`src/rtl/lsu_pkg.sv`:
```
// lsu_pkg
// Shared types and helpers for the load/store bus port.
//   op_size_e   : access size encoding carried on the op input
//   lsu_state_e : control states of the bus port
//   size_mask() : byte-enable mask (one bit per byte) for an access size
package lsu_pkg;

    typedef enum logic [1:0] {
        BYTE   = 2'b00,
        HALF   = 2'b01,
        WORD   = 2'b10,
        DOUBLE = 2'b11
    } op_size_e;

    typedef enum logic [1:0] {
        IDLE = 2'b00,
        REQ  = 2'b01,
        RSP  = 2'b10,
        DONE = 2'b11
    } lsu_state_e;

    function automatic logic [7:0] size_mask(input op_size_e sz);
        logic [7:0] m;
        case (sz)
            BYTE:    m = 8'h01;
            HALF:    m = 8'h03;
            WORD:    m = 8'h0F;
            default: m = 8'hFF;
        endcase
        return m;
    endfunction

endpackage

```
`src/rtl/lsu_lane_align.sv`:
```
// lsu_lane_align
// Combinational lane steering between the core and an XLEN-wide data bus.
// Ports:
//   i_op          access size (op_size_e encoding)
//   i_offset      byte lane offset of the access inside the bus word
//   i_is_write    store when 1; byte enables are zero for loads
//   i_is_unsigned zero-extend loaded data when 1, sign-extend when 0
//   i_wdata       store data in the low bits
//   i_rdata       raw bus read data
//   o_wstrb       byte enables for the bus request
//   o_wdata       store data replicated across every lane
//   o_rdata       loaded value, shifted down to bit 0 and extended
module lsu_lane_align
    import lsu_pkg::*;
#(
    parameter int XLEN = 32
) (
    input  logic [1:0]                 i_op,
    input  logic [$clog2(XLEN/8)-1:0]  i_offset,
    input  logic                       i_is_write,
    input  logic                       i_is_unsigned,
    input  logic [XLEN-1:0]            i_wdata,
    input  logic [XLEN-1:0]            i_rdata,
    output logic [XLEN/8-1:0]          o_wstrb,
    output logic [XLEN-1:0]            o_wdata,
    output logic [XLEN-1:0]            o_rdata
);

    localparam int NB = XLEN / 8;
    localparam int IW = $clog2(XLEN);

    logic [NB-1:0]   w_mask;
    logic [XLEN-1:0] w_shifted;
    logic [IW-1:0]   w_msb;
    logic            w_sign;

    assign w_mask  = NB'(size_mask(op_size_e'(i_op)));
    assign o_wstrb = i_is_write ? (w_mask << i_offset) : '0;

    // Replicating the datum into every lane lets the slave pick it up from
    // whichever lane the strobes select, without a data shifter here.
    always_comb begin
        o_wdata = '0;
        for (int i = 0; i < NB; i++) begin
            case (op_size_e'(i_op))
                BYTE:    o_wdata[8*i +: 8] = i_wdata[7:0];
                HALF:    o_wdata[8*i +: 8] = i_wdata[8*(i%2) +: 8];
                WORD:    o_wdata[8*i +: 8] = i_wdata[8*(i%4) +: 8];
                default: o_wdata[8*i +: 8] = i_wdata[8*i +: 8];
            endcase
        end
    end

    assign w_shifted = i_rdata >> {i_offset, 3'b000};

    // Bits above the size's top bit take the extension value; a full-width
    // access has no bits above it, so is_unsigned has no effect there.
    always_comb begin
        w_msb = IW'(XLEN - 1);
        case (op_size_e'(i_op))
            BYTE:    w_msb = IW'(7);
            HALF:    w_msb = IW'(15);
            WORD:    w_msb = IW'(31);
            default: w_msb = IW'(XLEN - 1);
        endcase
        w_sign  = !i_is_unsigned && w_shifted[w_msb];
        o_rdata = '0;
        for (int b = 0; b < XLEN; b++) begin
            o_rdata[b] = (b <= int'(w_msb)) ? w_shifted[b] : w_sign;
        end
    end

endmodule

```
`src/rtl/lsu_bus_port.sv`:
```
// lsu_bus_port
// Load/store access unit between the execute stage and a valid/ready data
// bus. One operation at a time: size/alignment check, request, response
// wait with optional timeout, then lane-aligned extended result.
// Ports:
//   clk, reset              clock, synchronous active-high reset
//   available               op request, held with op fields until done
//   is_write, is_unsigned   store select, load zero-extend select
//   op, addr, in            access size, byte address, store data
//   out                     load result (0 for stores and faults)
//   busy, done              transaction in flight / result valid
//   op_fault, addr_fault    invalid size / misaligned address
//   access_fault, timeout   misalign, bus error or timeout / timeout cause
//   bus_req_*               request channel (valid/ready)
//   bus_rsp_*               response channel (valid, data, error)
module lsu_bus_port
    import lsu_pkg::*;
#(
    parameter int XLEN    = 32,
    parameter int TIMEOUT = 255
) (
    input  logic                clk,
    input  logic                reset,
    input  logic                available,
    input  logic                is_write,
    input  logic                is_unsigned,
    input  logic [1:0]          op,
    input  logic [XLEN-1:0]     addr,
    input  logic [XLEN-1:0]     in,
    output logic [XLEN-1:0]     out,
    output logic                busy,
    output logic                done,
    output logic                op_fault,
    output logic                addr_fault,
    output logic                access_fault,
    output logic                timeout,
    output logic                bus_req_valid,
    input  logic                bus_req_ready,
    output logic [XLEN-1:0]     bus_req_addr,
    output logic                bus_req_write,
    output logic [XLEN-1:0]     bus_req_wdata,
    output logic [XLEN/8-1:0]   bus_req_wstrb,
    input  logic                bus_rsp_valid,
    input  logic [XLEN-1:0]     bus_rsp_rdata,
    input  logic                bus_rsp_error
);

    localparam int NB    = XLEN / 8;
    localparam int OFFW  = $clog2(NB);
    localparam int CNT_W = $clog2(TIMEOUT + 2);

    lsu_state_e         r_state;
    logic [CNT_W-1:0]   r_cnt;
    logic [XLEN-1:0]    r_out;
    logic               r_op_fault;
    logic               r_addr_fault;
    logic               r_access_fault;
    logic               r_timeout;
    logic [XLEN-1:0]    r_req_addr;
    logic               r_req_write;
    logic [XLEN-1:0]    r_req_wdata;
    logic [NB-1:0]      r_req_wstrb;

    logic               w_op_invalid;
    logic               w_misaligned;
    logic [CNT_W-1:0]   w_cnt_inc;
    logic               w_expired;
    logic [NB-1:0]      w_wstrb;
    logic [XLEN-1:0]    w_wdata;
    logic [XLEN-1:0]    w_rdata;

    // Op fields are held stable by the core until done, so the aligner can
    // work from the live inputs both when issuing and when the response lands.
    lsu_lane_align #(.XLEN(XLEN)) u_align (
        .i_op          (op),
        .i_offset      (addr[OFFW-1:0]),
        .i_is_write    (is_write),
        .i_is_unsigned (is_unsigned),
        .i_wdata       (in),
        .i_rdata       (bus_rsp_rdata),
        .o_wstrb       (w_wstrb),
        .o_wdata       (w_wdata),
        .o_rdata       (w_rdata)
    );

    assign w_op_invalid = (op_size_e'(op) == DOUBLE) && (XLEN == 32);

    always_comb begin
        w_misaligned = 1'b0;
        case (op_size_e'(op))
            HALF:    w_misaligned = addr[0];
            WORD:    w_misaligned = |addr[1:0];
            DOUBLE:  w_misaligned = |addr[2:0];
            default: w_misaligned = 1'b0;
        endcase
    end

    // w_cnt_inc is the number of busy cycles including the current one.
    assign w_cnt_inc = r_cnt + 1'b1;
    assign w_expired = (TIMEOUT != 0) && (w_cnt_inc >= CNT_W'(TIMEOUT));

    always_ff @(posedge clk) begin
        if (reset) begin
            r_state        <= IDLE;
            r_cnt          <= '0;
            r_out          <= '0;
            r_op_fault     <= 1'b0;
            r_addr_fault   <= 1'b0;
            r_access_fault <= 1'b0;
            r_timeout      <= 1'b0;
            r_req_addr     <= '0;
            r_req_write    <= 1'b0;
            r_req_wdata    <= '0;
            r_req_wstrb    <= '0;
        end else begin
            case (r_state)
                IDLE: begin
                    if (available) begin
                        r_out          <= '0;
                        r_timeout      <= 1'b0;
                        r_op_fault     <= w_op_invalid;
                        // An invalid size has no alignment rule to check.
                        r_addr_fault   <= !w_op_invalid && w_misaligned;
                        r_access_fault <= !w_op_invalid && w_misaligned;
                        if (w_op_invalid || w_misaligned) begin
                            r_state <= DONE;
                        end else begin
                            r_state     <= REQ;
                            r_cnt       <= '0;
                            r_req_addr  <= {addr[XLEN-1:OFFW], {OFFW{1'b0}}};
                            r_req_write <= is_write;
                            r_req_wdata <= w_wdata;
                            r_req_wstrb <= w_wstrb;
                        end
                    end
                end
                REQ: begin
                    // An accepted handshake takes priority over expiry so a
                    // request the slave has taken is never abandoned here.
                    if (bus_req_ready) begin
                        r_state <= RSP;
                        r_cnt   <= w_cnt_inc;
                    end else if (w_expired) begin
                        r_state        <= DONE;
                        r_access_fault <= 1'b1;
                        r_timeout      <= 1'b1;
                    end else begin
                        r_cnt <= w_cnt_inc;
                    end
                end
                RSP: begin
                    if (bus_rsp_valid) begin
                        r_state        <= DONE;
                        r_access_fault <= bus_rsp_error;
                        r_out          <= (bus_rsp_error || r_req_write) ? '0 : w_rdata;
                    end else if (w_expired) begin
                        r_state        <= DONE;
                        r_access_fault <= 1'b1;
                        r_timeout      <= 1'b1;
                    end else begin
                        r_cnt <= w_cnt_inc;
                    end
                end
                default: begin
                    if (!available) begin
                        r_state <= IDLE;
                    end
                end
            endcase
        end
    end

    assign out           = r_out;
    assign busy          = (r_state == REQ) || (r_state == RSP);
    assign done          = (r_state == DONE);
    assign op_fault      = r_op_fault;
    assign addr_fault    = r_addr_fault;
    assign access_fault  = r_access_fault;
    assign timeout       = r_timeout;
    assign bus_req_valid = (r_state == REQ);
    assign bus_req_addr  = r_req_addr;
    assign bus_req_write = r_req_write;
    assign bus_req_wdata = r_req_wdata;
    assign bus_req_wstrb = r_req_wstrb;

endmodule

```
`config.mk`:
```
export PLATFORM = sky130hd
export DESIGN_NAME = lsu_bus_port
export DESIGN_NICKNAME = d
export VERILOG_FILES = /design/src/rtl/lsu_pkg.sv /design/src/rtl/lsu_lane_align.sv /design/src/rtl/lsu_bus_port.sv
export SDC_FILE = /design/constraint.sdc
export NUM_CORES = 1
export LEC_CHECK = 0
export ABC_AREA = 1
export BUFFER_PORTS_ARGS = -buffer_cell sky130_fd_sc_hd__buf_2
export CORE_UTILIZATION = 40
export DETAILED_ROUTE_END_ITERATION = 8
export GPL_TIMING_DRIVEN = 0
export MAX_ROUTING_LAYER = met4
export PLACE_DENSITY = 0.65
export SYNTH_ARGS = -nofsm -noshare
export SYNTH_HDL_FRONTEND = slang
export SYNTH_HIERARCHICAL = 1
export SYNTH_SLANG_ARGS = --single-unit
```
`constraint.sdc`:
```
create_clock -name clk -period 3.9 [get_ports clk]
set_input_delay 0 -clock clk [delete_from_list [all_inputs] [get_ports clk]]
set_output_delay 0 -clock clk [all_outputs]
set_load 0.01 [all_outputs]
```
# == Word-level counts from Yosys, hierarchy flattened ==
# Cells that the tools add are included.
# word_totals
register_bits,114
# classes
n_addsub,1
n_lt_le_gt_ge,33
eq_ne,12
n_shift,2
muxes,67
bitwise_logic,1
reduce_logical,21
# ops
cell,n
two-way mux 32 bit,3
<= comparator 5 bit (first input constant),16
case mux 32 bit (2 select lines),1
two-way mux 9 bit,5
<= comparator 4 x 5 -> 1 bit (first input constant),8
two-way mux 1 bit,40
right shift 32 x 5 -> 32 bit,1
case mux 9 bit (3 select lines),1
<= comparator 3 x 5 -> 1 bit (first input constant),4
two-way mux 8 bit,2
case mux 8 bit (2 select lines),1
two-way mux 2 bit,6
case mux 4 bit (3 select lines),1
<= comparator 2 x 5 -> 1 bit (first input constant),2
!= test 2 bit (second input constant),5
case mux 5 bit (2 select lines),1
adder 9 x 1 -> 9 bit (second input constant),1
greater-or-equal comparator 9 x 8 -> 1 bit (second input constant),1
case mux 1 bit (3 select lines),3
AND reduction 3 bit,3
equality test 2 bit (second input constant),4
AND reduction 4 bit,2
less-than comparator 5 x 6 -> 1 bit (second input constant),1
case mux 2 bit (3 select lines),1
16 further kinds,24

# == Logic depth before layout (Yosys ltp) ==
# Gate-level depths: netlist of run 1.
# depth
depth_word,9
ltp_mapped,13
ltp_nobuf,13

# == Hierarchy ==
# Netlist of run 1, hierarchy kept.
# modules_own_cells
module,n_inst,cells_per_inst,area_per_inst_um2,seq_area_each_um2
lsu_bus_port,1,626,4713.3,2282.2
lsu_lane_align,1,247,1152.4,0.0

# == Worst setup path after synthesis of run 1 ==
# Ideal clock, no wire load.
# synth_path
path_type,flip-flop to flip-flop
from,reg r_state[0]
to,reg r_cnt[3]
setup_ps,71
arrival_time_ps,1665
t_required_ps,3829
slack_ps,2163
path_stages_with_launch,10
period_less_slack_ps,1737
path_cell_list,dfxtp_1 > inv_1 > ha_1 > a21oi_1 > inv_1 > nor2_1 > nand3_2 > a21oi_2 > nand3b_1 > a21oi_1
# synth_between
elab_chain_cells,3
# synth_lines
element,line,rtl
from (decl),lsu_bus_port.sv:52,lsu_state_e r_state;
from (signal assigned),lsu_bus_port.sv:104,r_state <= IDLE;
from (signal assigned),lsu_bus_port.sv:126,r_state <= DONE;
from (signal assigned),lsu_bus_port.sv:128,r_state <= REQ;
"equality test 2 bit, or another cell as far along",lsu_bus_port.sv:116,case (r_state)
!= test 2 bit (no line) / nonzero test 3 bit (equally long branches),--,
AND reduction 4 bit (no line),--,
to (signal assigned),lsu_bus_port.sv:142,r_cnt <= w_cnt_inc;
to (signal assigned),lsu_bus_port.sv:148,r_cnt <= w_cnt_inc;
to (signal assigned),lsu_bus_port.sv:161,r_cnt <= w_cnt_inc;
to (decl),lsu_bus_port.sv:53,logic [CNT_W-1:0] r_cnt;
# Several ways; a longest one is shown, not always the timed one.
# A chain may end at the register's enable or synchronous reset.

# == Worst setup path in the final report of run 1 ==
# layout_path
from,reg r_state[0]
to,"reg r_req_wdata[29], in the netlist bus_req_wdata[29]"
# layout_between
elab_chain_cells,2
# layout_lines
element,line,rtl
logical NOT 2 bit,lsu_bus_port.sv:116,
AND reduction 3 bit (no line),--,
to (signal assigned),lsu_bus_port.sv:132,r_req_wdata <= w_wdata;
to (decl),lsu_bus_port.sv:61,logic [XLEN-1:0] r_req_wdata;
# Every way passes these cells.

==> summary.md, run 1 <==
| Metric | Value |
|---|---|
| Most common cell in the synthesized netlist | nand2_1 |
| Clk Tree Root Cell | clkbuf_16 |
| Slew Viols, Final | 0 |
| DIE AREA | ~15000 sq um |
| DR vias/cell | between 4 and 5 |
| Worst Setup Start Kind | flop |
| Detailed-route via count | between 6000 and 7000 |
| Max Freq | 454.1 MHz |
| Global placer's final weighted congestion | ~0.95 |
| Hold buffer count at cts | 65 |
| RSZ-0062 raised after global routing | no |
| Crit. End Element | flop |
| Final setup violation count | 0 |
| Yosys warnings | 6 |
| Crit path time final | ~2.2 ns |
| Synthesized area | 5866 sq um |
| Vias in the first global route | approximately 6300 |
| Dpl hpwl | ~14000 um |
| Max clock buf depth | 2 |
| Synth cell types | 39 |
| Total gr overflow | 0 |
| Max-cap violations | 0 |
| # IOs | 214 |
| Clock power share | between 30% and 40% |
| Data required, critical path | approximately 4.2 ns |
| EDFF count, synth | 0 |
| Worst-Skew Late Latency | approximately 0.43 ns |
| Placement Rows | 43 |
| Hold Violations, Final | 0 |
| Critical Path AT | between 2 and 3 ns |
| TritonCTS sink count | between 100 and 150 |
| Worst Max-Slew Pin Slew | between 0.7 and 0.8 ns |
| ANT nets after route | 0 |
| PostCTS Resize Cnt | 0 |
| Mapped Cells | 873 |
| Yosys top cell by area | dfxtp_1 |
| Post-synth ARST share | 0% |
| Leak | 4.050 nW |
| Tot Pwr | approximately 4.7 mW |
| Worst rel slew slack | 48.58% |
| WL final | 19780 um |
| Tightest Hold Check Type | primary input to flop |
| Die width | about 120 um |
| Initial core utilization | 41.61% |
| CORE AREA | 14100 sq um |
| FF-to-FF path depth | 8 |
| Gr usage total | between 20% and 30% |
| Layout Skew | roughly 0.011 ns |
| Avg Inst Size Synth | 6.719 sq um |
| Combinational power share | between 30 and 40% |
| Layout area overhead | 43.02% |
| Status | complete, no violations |
| TritonCTS clock tree | yes |
| Wire length of the first global-routing pass | 31260 um |
| Min-Delay Path Depth | 5 |
| Sequential share of power | approximately 32% |
| Initial antenna violation count | 0 |
| Clock-pin slew on the worst setup and hold paths | approximately 0.060 ns |
| Synth area leaders | dfxtp_1 (39%), a21oi_1 (11%), nand2_1 (11%), o21ai_0 (10%), inv_1 (7.2%) |
| Postcts setup bufs | 0 |
| Layout cell share with drive strength beyond 1 | about a quarter |
| Nets | 1281 |
| Pint | approximately 3 mW |
| CP Class | flop to flop |
| Synth Register Bits | 114 |
| H-tree depth | 4 |
| ANT cells | 0 |
| Switching power | roughly 1.7 mW |
| Routed len/inst | between 10 and 15 um |
| Sum Neg Setup Slack | 0 ns |
| PortBufs | 211 |
| Final period util | between 50% and 60% |
| Die H | 123.1 um |
| Top cells by count, synth | nand2_1 (176), a21oi_1 (133), o21ai_0 (117) |
| CP Max Fanout | 10 |
| Post-synthesis sequential area ratio | ~39% |
| Largest net degree at the start of global routing | 17 |
| DRC violations left | 0 |
| Power Dens Cells | around 550 nW/um^2 |
| Iter 0 DRT Violations | ~420 |
| Switching share of power | ~37% |
| Maximum vdd drop | between 0.3 and 0.4 mV |
| First-pass DRT Iterations | 5 |
| Inserted Clock Buffers | 17 |
| Synth top area share | about 40% |
| Top FF cell, synth | dfxtp_1 |
## critical path, stage by stage (launching register included)
cell and delay (ns):
dfxtp_1 0.43, inv_1 0.09, ha_1 0.30, nand2_1 0.11
inv_1 0.08, nand3_1 0.28, clkbuf_1 0.37, buf_2 0.32
a21oi_1 0.10
## power by group through the flow
stage	Combinational (mW)	Clock, mW	Sequential [mW]
global route	1.81	1.64	1.52
CTS	1.60	1.57	1.50
floorplan	0.896	0	1.60
detailed placement	1.54	0	1.52
finish	1.60	1.55	1.50
global placement	1.53	0	1.52
## layer usage
metal | vias up | wire length (um) | track usage [%]
met4 | 0 | 493 | 11.75
met2 | 259 | 9219 | 43.75
met5 | - | 0 | -
li1 | 3406 | - | -
met3 | 36 | 1083 | 4.474
met1 | 3057 | 8986 | 35.10
## final cells by class
cell class | count | area [sq um]
Inverter | 119 | 451.7
Buffer | 60 | 312.8
Multi-Input combinational cell | 581 | 2823
Timing Repair Buffer | 276 | 1707
Tap cell | 180 | 225.2
Clock buffer | 20 | 456.7
Fill cell | 1367 | 5707
Sequential cell | 114 | 2282
Clock inverter | 12 | 131.4
## cells by family (layout without fill, tap and decap cells)
| logic type | Yosys count | after routing | share of synthesized area, % |
|---|---|---|---|
| adder cells (fa/ha/maj) | 6 | 6 | 1.280 |
| other | 1 | 2 | 0.06393 |
| buffers and inverters | 179 | 487 | 13.03 |
| flip-flops | 114 | 114 | 38.91 |
| AND/OR/NAND/NOR | 302 | 302 | 22.63 |
| AO/OA/AOI/OAI | 271 | 271 | 24.08 |
## cells in the final DEF (no fill, tap or decap), drive strengths merged, types with 2 or more instances in the layout
master         n
nand2        182
nand4          2
o21ai        123
ha             6
nand3         42
nor2          65
clkbuf        49
o21bai         2
nor3           4
a21oi        137
conb           2
clkinvlp       4
o221ai         5
bufinv         2
inv          120
clkinv         5
buf          242
dfxtp        114
dlygate4sd3   65
nand3b         4
## per-stage QoR
step / setup slack [ns] / utilization (%) / area (sq um) / hold WS [ns] / cells
after floorplan: 2.163 / - / 5869 / 0.1933 / 874
after global placement: 1.726 / 50.73 / 7151 / 0.2762 / 1265
after detailed placement: 1.669 / 50.73 / 7151 / 0.2840 / 1265
after CTS: 1.657 / 59.52 / 8389 / 0.004123 / 1362
after global routing: 1.399 / 59.52 / 8389 / 0.03954 / 1362
final: 1.698 / 59.52 / 8389 / 0.01458 / 1362
## state kept, by name, summed over array words and instances (netlist names)
name and cells:
r_state 2, out 32, bus_req_wstrb 4, r_cnt 9, op_fault 1, bus_req_write 1, access_fault 1, timeout 1
addr_fault 1, bus_req_wdata 32, bus_req_addr 30
## path summary, 6_finish.rpt
path	from	endpoint	slack, ns
setup / recovery	r_state[0]$_SDFFE_PP0P_	bus_req_wdata[29]$_SDFFE_PP0P_	1.70
hold / removal	in[5]	bus_req_wdata[21]$_SDFFE_PP0P_	0.01
setup reg to reg	r_state[0]$_SDFFE_PP0P_	bus_req_wdata[29]$_SDFFE_PP0P_	1.70
hold reg to reg	bus_req_addr[4]$_SDFFE_PP0P_	bus_req_addr[4]$_SDFFE_PP0P_	0.44
(Power assumes the default switching activity.)
==> run 2: changes to the inputs <==
--- a/config.mk
+++ b/config.mk
@@ -5,7 +5,7 @@
 export SDC_FILE = /design/constraint.sdc
 export NUM_CORES = 1
 export LEC_CHECK = 0
-export ABC_AREA = 1
+export ABC_AREA = 0
 export BUFFER_PORTS_ARGS = -buffer_cell sky130_fd_sc_hd__buf_2
 export CORE_UTILIZATION = 40
 export DETAILED_ROUTE_END_ITERATION = 8
==> constraint.sdc (replaced) <==
create_clock -name clk -period 2.16 [get_ports clk]
set_input_delay 0 -clock clk [delete_from_list [all_inputs] [get_ports clk]]
set_output_delay 0 -clock clk [all_outputs]
set_load 0.01 [all_outputs]
==> run 2 against run 1 <==
Global-route usage fell by 1.2 points. Sequential cell count did not move. Clock-buffer cell count fell by 1. Worst hold slack got worse by 0.0056 ns. Synthesized cell count fell by 12%. Largest cell class unchanged. Combinational power rose by 39%. Largest power group is now the clock network. Setup slack got worse by 1.7 ns. Critical path depth fell by 1. Register-to-register slack got worse by 1.7 ns.
==> summary.md, run 2 <==
| Metric | Value |
|---|---|
| Worst rel slew slack | 46.96% (-1.6 points) |
| Combinational power share | 30.5% (-4.0 points) |
| CORE AREA | 14480 sq um (+2.7%) |
| Synthesized area | 5922 sq um (+0.96%) |
| WHS Endpoint | bus_req_wdata[5]$_SDFFE_PP0P_ |
| Register-to-register setup slack | 0.02 ns (-1.68 ns) |
| Clk Tree Root Cell | clkbuf_16 |
| WL final | 19480 um (-1.5%) |
| Clock power share | 37.0% (+3.7 points) |
| Pint | 4.790 mW (+63%) |
| DIE AREA | 15300 sq um (+0.94%) |
| Power Dens Cells | 844.6 nW/um^2 (+52%) |
| Status | complete, no violations |
| Clock-pin slew on the worst setup and hold paths | 0.06 ns (about the same) |
| Nets | 1183 (-7.7%) |
| Top cells by count, synth | nand2_1 (208), dfxtp_1 (114), a21oi_1 (112) |
| Max clock buf depth | 2 (unchanged) |
| Worst Setup Start Kind | flop |
| Inserted Clock Buffers | 17 (unchanged) |
| Crit path time final | 2.142 ns (-0.06009 ns) |
| Yosys top cell by area | dfxtp_1 |
| Post-route insts no fill | 1268 (-6.9%) |
| Data required, critical path | 2.43 ns (-1.78 ns) |
| Worst-Skew Late Latency | 0.42 ns (about the same) |
| R2r startpoint | r_cnt[1]$_SDFFE_PP0P_ |
| Worst slack, placed | -0.3273 ns (-1.996 ns) |
| Area share of and/or/nand/nor cells after synthesis | 22.84% (+0.21 points) |
| Most common cell in the synthesized netlist | nand2_1 |
| Sequential share of power | 32.5% (+0.3 points) |
| H-tree depth | 4 (unchanged) |
| Tot Pwr | 7.325 mW (+57%) |
| Commonest non-fill, non-tap cell in the layout | buf_2 |
| # IOs | 214 (unchanged) |
| Initial antenna violation count | 0 (unchanged) |
| PortBufs | 209 (-0.95%) |
| Filler cells | 1336 (-2.3%) |
| Global placer's final weighted congestion | 0.9057 (-4.3%) |
| Dpl hpwl | 14070 um (-0.37%) |
| Avg Inst Size Synth | 7.701 sq um (+15%) |
| Most frequent cells in the layout | buf_2 (217), nand2_1 (207), dfxtp_1 (112) |
| Layout cell share with drive strength beyond 1 | 33.12% (+7.8 points) |
| Top FF cell, synth | dfxtp_1 |
| Post-synthesis sequential area ratio | 38.54% (-0.37 points) |
| Max-cap violations | 0 (unchanged) |
| TritonCTS sink count | 114 (unchanged) |
| Critical Path AT | 2.42 ns (-0.09 ns) |
| Post-synthesis adder-cell area fraction | 1.268% (-0.012 points) |
| Hold Violations, Final | 0 (unchanged) |
| Iter 0 DRT Violations | 339 (-19%) |
| Final period util | 99.17% (+43 points) |
| Max Freq | 466.9 MHz (+2.8%) |
| Layout area overhead | 46.46% |
| Complex-gate fraction of the synthesized area | 20.68% (-3.4 points) |
| Wire length of the first global-routing pass | 30420 um (-2.7%) |
| Crit. End Element | flop |
| Hold WS | 0.008982 ns (-0.005597 ns) |
| Sum Neg Setup Slack | 0 ns (unchanged) |
| DR vias/cell | 5.171 (+4.2%) |
| Area occupied by multi-input gates | 3364 sq um (+19%) |
| TritonCTS clock tree | yes |
| Synth cell types | 61 (+56%) |
| Post-synth ARST share | 0% (unchanged) |
| Detailed-route via count | 6557 (-3.0%) |
| Initial core utilization | 40.90% (-0.71 points) |
| Synth top area share | 38.54% (-0.37 points) |
| Leak | 3.724 nW (-8.1%) |
| EDFF count, synth | 0 (unchanged) |
| Placed cell count | 1163 (-8.1%) |
| Routed len/inst | 15.36 um (+5.8%) |
| Gr usage total | 26.48% (-1.2 points) |
| Slew Viols, Final | 0 (unchanged) |
| CP Class | flop to flop |
| Die width | 123.7 um (+0.47%) |
| Largest family of logic cells by synthesized area | simple AND/OR/NAND/NOR gates |
| ANT nets after route | 0 (unchanged) |
| Total gr overflow | 0 (unchanged) |
| Synth Register Bits | 114 (unchanged) |
| Register area | 2290 sq um (+0.33%) |
| Vias in the first global route | 6268 (-0.11%) |
| CP Max Fanout | 8 (-2) |
| Min-delay src | in[5] |
| Switching power | 2.535 mW (+48%) |
| Maximum vdd drop | 0.5107 mV (+53%) |
| Worst Max-Slew Pin Slew | 0.7939 ns (+0.02772 ns) |
| Min-Delay Path Depth | 4 (-1) |
| Mux cell area share after synthesis | 9.825% (+9.8 points) |
| Final WS setup | 0.01803 ns (-1.680 ns) |
| Critical R2R Capture | r_cnt[2]$_SDFFE_PP0P_ |
| RSZ-0062 raised after global routing | yes |
| DRC violations left | 0 (unchanged) |
| Synth Area in XOR/XNOR | 0% (unchanged) |
| Placement Rows | 44 (+2.3%) |
| Synth area leaders | dfxtp_1 (39%), nand2_1 (13%), a21oi_1 (9.5%), mux2_2 (5.9%), nand3_1 (4.0%) |
| Largest net degree at the start of global routing | 17 (unchanged) |
| Mapped Cells | 769 (-12%) |
| ANT cells | 0 (unchanged) |
| Die H | 123.7 um (+0.47%) |
| Yosys warnings | 6 (unchanged) |
| FF-to-FF path depth | 7 (-1) |
| Switching share of power | 34.61% (-2.2 points) |
| Final setup violation count | 0 (unchanged) |
| First-pass DRT Iterations | 5 (unchanged) |
| Layout Skew | 0.01895 ns (+0.008172 ns) |
| Tightest Hold Check Type | primary input to flop |
-- run 2: cell types whose count changed in the layout (fill, tap and decap cells not counted), sizes merged, moves of 11 or more --
cell	delta
a21oi	-24
clkbuf	+11
inv	-110
mux2	+31
mux2i	+21
nand2	+27
nor2	-46
o21ai	-84
-- run 2: repair_timing --
| action | in CTS | in global routing |
|---|---|---|
| gates resized for setup | 25 | 38 |
| setup buffers | 4 | 1 |
| setup endpoints to repair | 73 | 81 |
| hold buffers | 69 | 0 |
| pin swaps | 5 | 8 |
| endpoints found under the hold margin | 73 | 0 |
| cloned | 0 | 0 |
-- run 2: power by group through the flow --
stage	Clock (mW)	Sequential, mW	Combinational [mW]
2_1_floorplan	0	2.48	1.23
3_3_place_gp	0	2.41	1.95
3_5_place_dp	0	2.42	1.96
4_1_cts	2.77	2.38	2.13
5_1_grt	2.87	2.40	2.45
6_report	2.71	2.38	2.23
-- run 2: worst max-delay path: stages (launching register included) --
cell and delay (ns):
dfxtp_4 0.38, ha_4 0.19, or3_4 0.39, a311oi_4 0.33, a211oi_4 0.17, o31ai_4 0.31, buf_6 0.15, o211ai_1 0.09
-- run 2: routing by layer --
metal | track usage [%] | share of wire (%) | up-vias
li1 | - | - | 3264
met1 | 31.60 | 44 | 3023
met2 | 43.02 | 48 | 243
met3 | 6.273 | 6.5 | 27
met4 | 10.24 | 2.1 | 0
met5 | - | 0 | -
-- run 2: logic make-up after synthesis --
kind of cell / count (synthesis)
flip-flops: 114
AO/OA/AOI/OAI: 202
AND/OR/NAND/NOR: 313
buffers and inverters: 80
adder cells (fa/ha/maj): 6
multiplexers: 53
other: 1
-- run 2: cell type report --
class	count	area share [%]
clock buffer	19	5.222
sequential	114	26.40
timing repair buffer	283	20.54
buffer	72	4.645
inverter	7	0.3029
clock inverter	13	1.443
tap	184	2.654
multi-input combinational	576	38.79
-- run 2: per-stage QoR --
stage | instance area, sq um | util, %
floorplan | 5926 | -
global placement | 7202 | 49.74
detailed placement | 7202 | 49.74
CTS | 8582 | 59.27
global route | 8673 | 59.90
finish | 8673 | 59.90
-- run 2: worst max path at each step --
stage	cells past startpoint	slack, ns	end	start
final	7	0.02	r_cnt[2]$_SDFFE_PP0P_	r_cnt[1]$_SDFFE_PP0P_
after global routing	7	-0.05	r_cnt[5]$_SDFFE_PP0P_	r_cnt[1]$_SDFFE_PP0P_
after CTS	7	-0.02	r_cnt[2]$_SDFFE_PP0P_	r_cnt[1]$_SDFFE_PP0P_
after detailed placement	7	-0.33	r_cnt[2]$_SDFFE_PP0P_	r_cnt[0]$_SDFFE_PP0P_
after global placement	7	-0.36	r_cnt[2]$_SDFFE_PP0P_	r_cnt[0]$_SDFFE_PP0P_
after floorplan	7	0.02	r_cnt[2]$_SDFFE_PP0P_	r_cnt[0]$_SDFFE_PP0P_
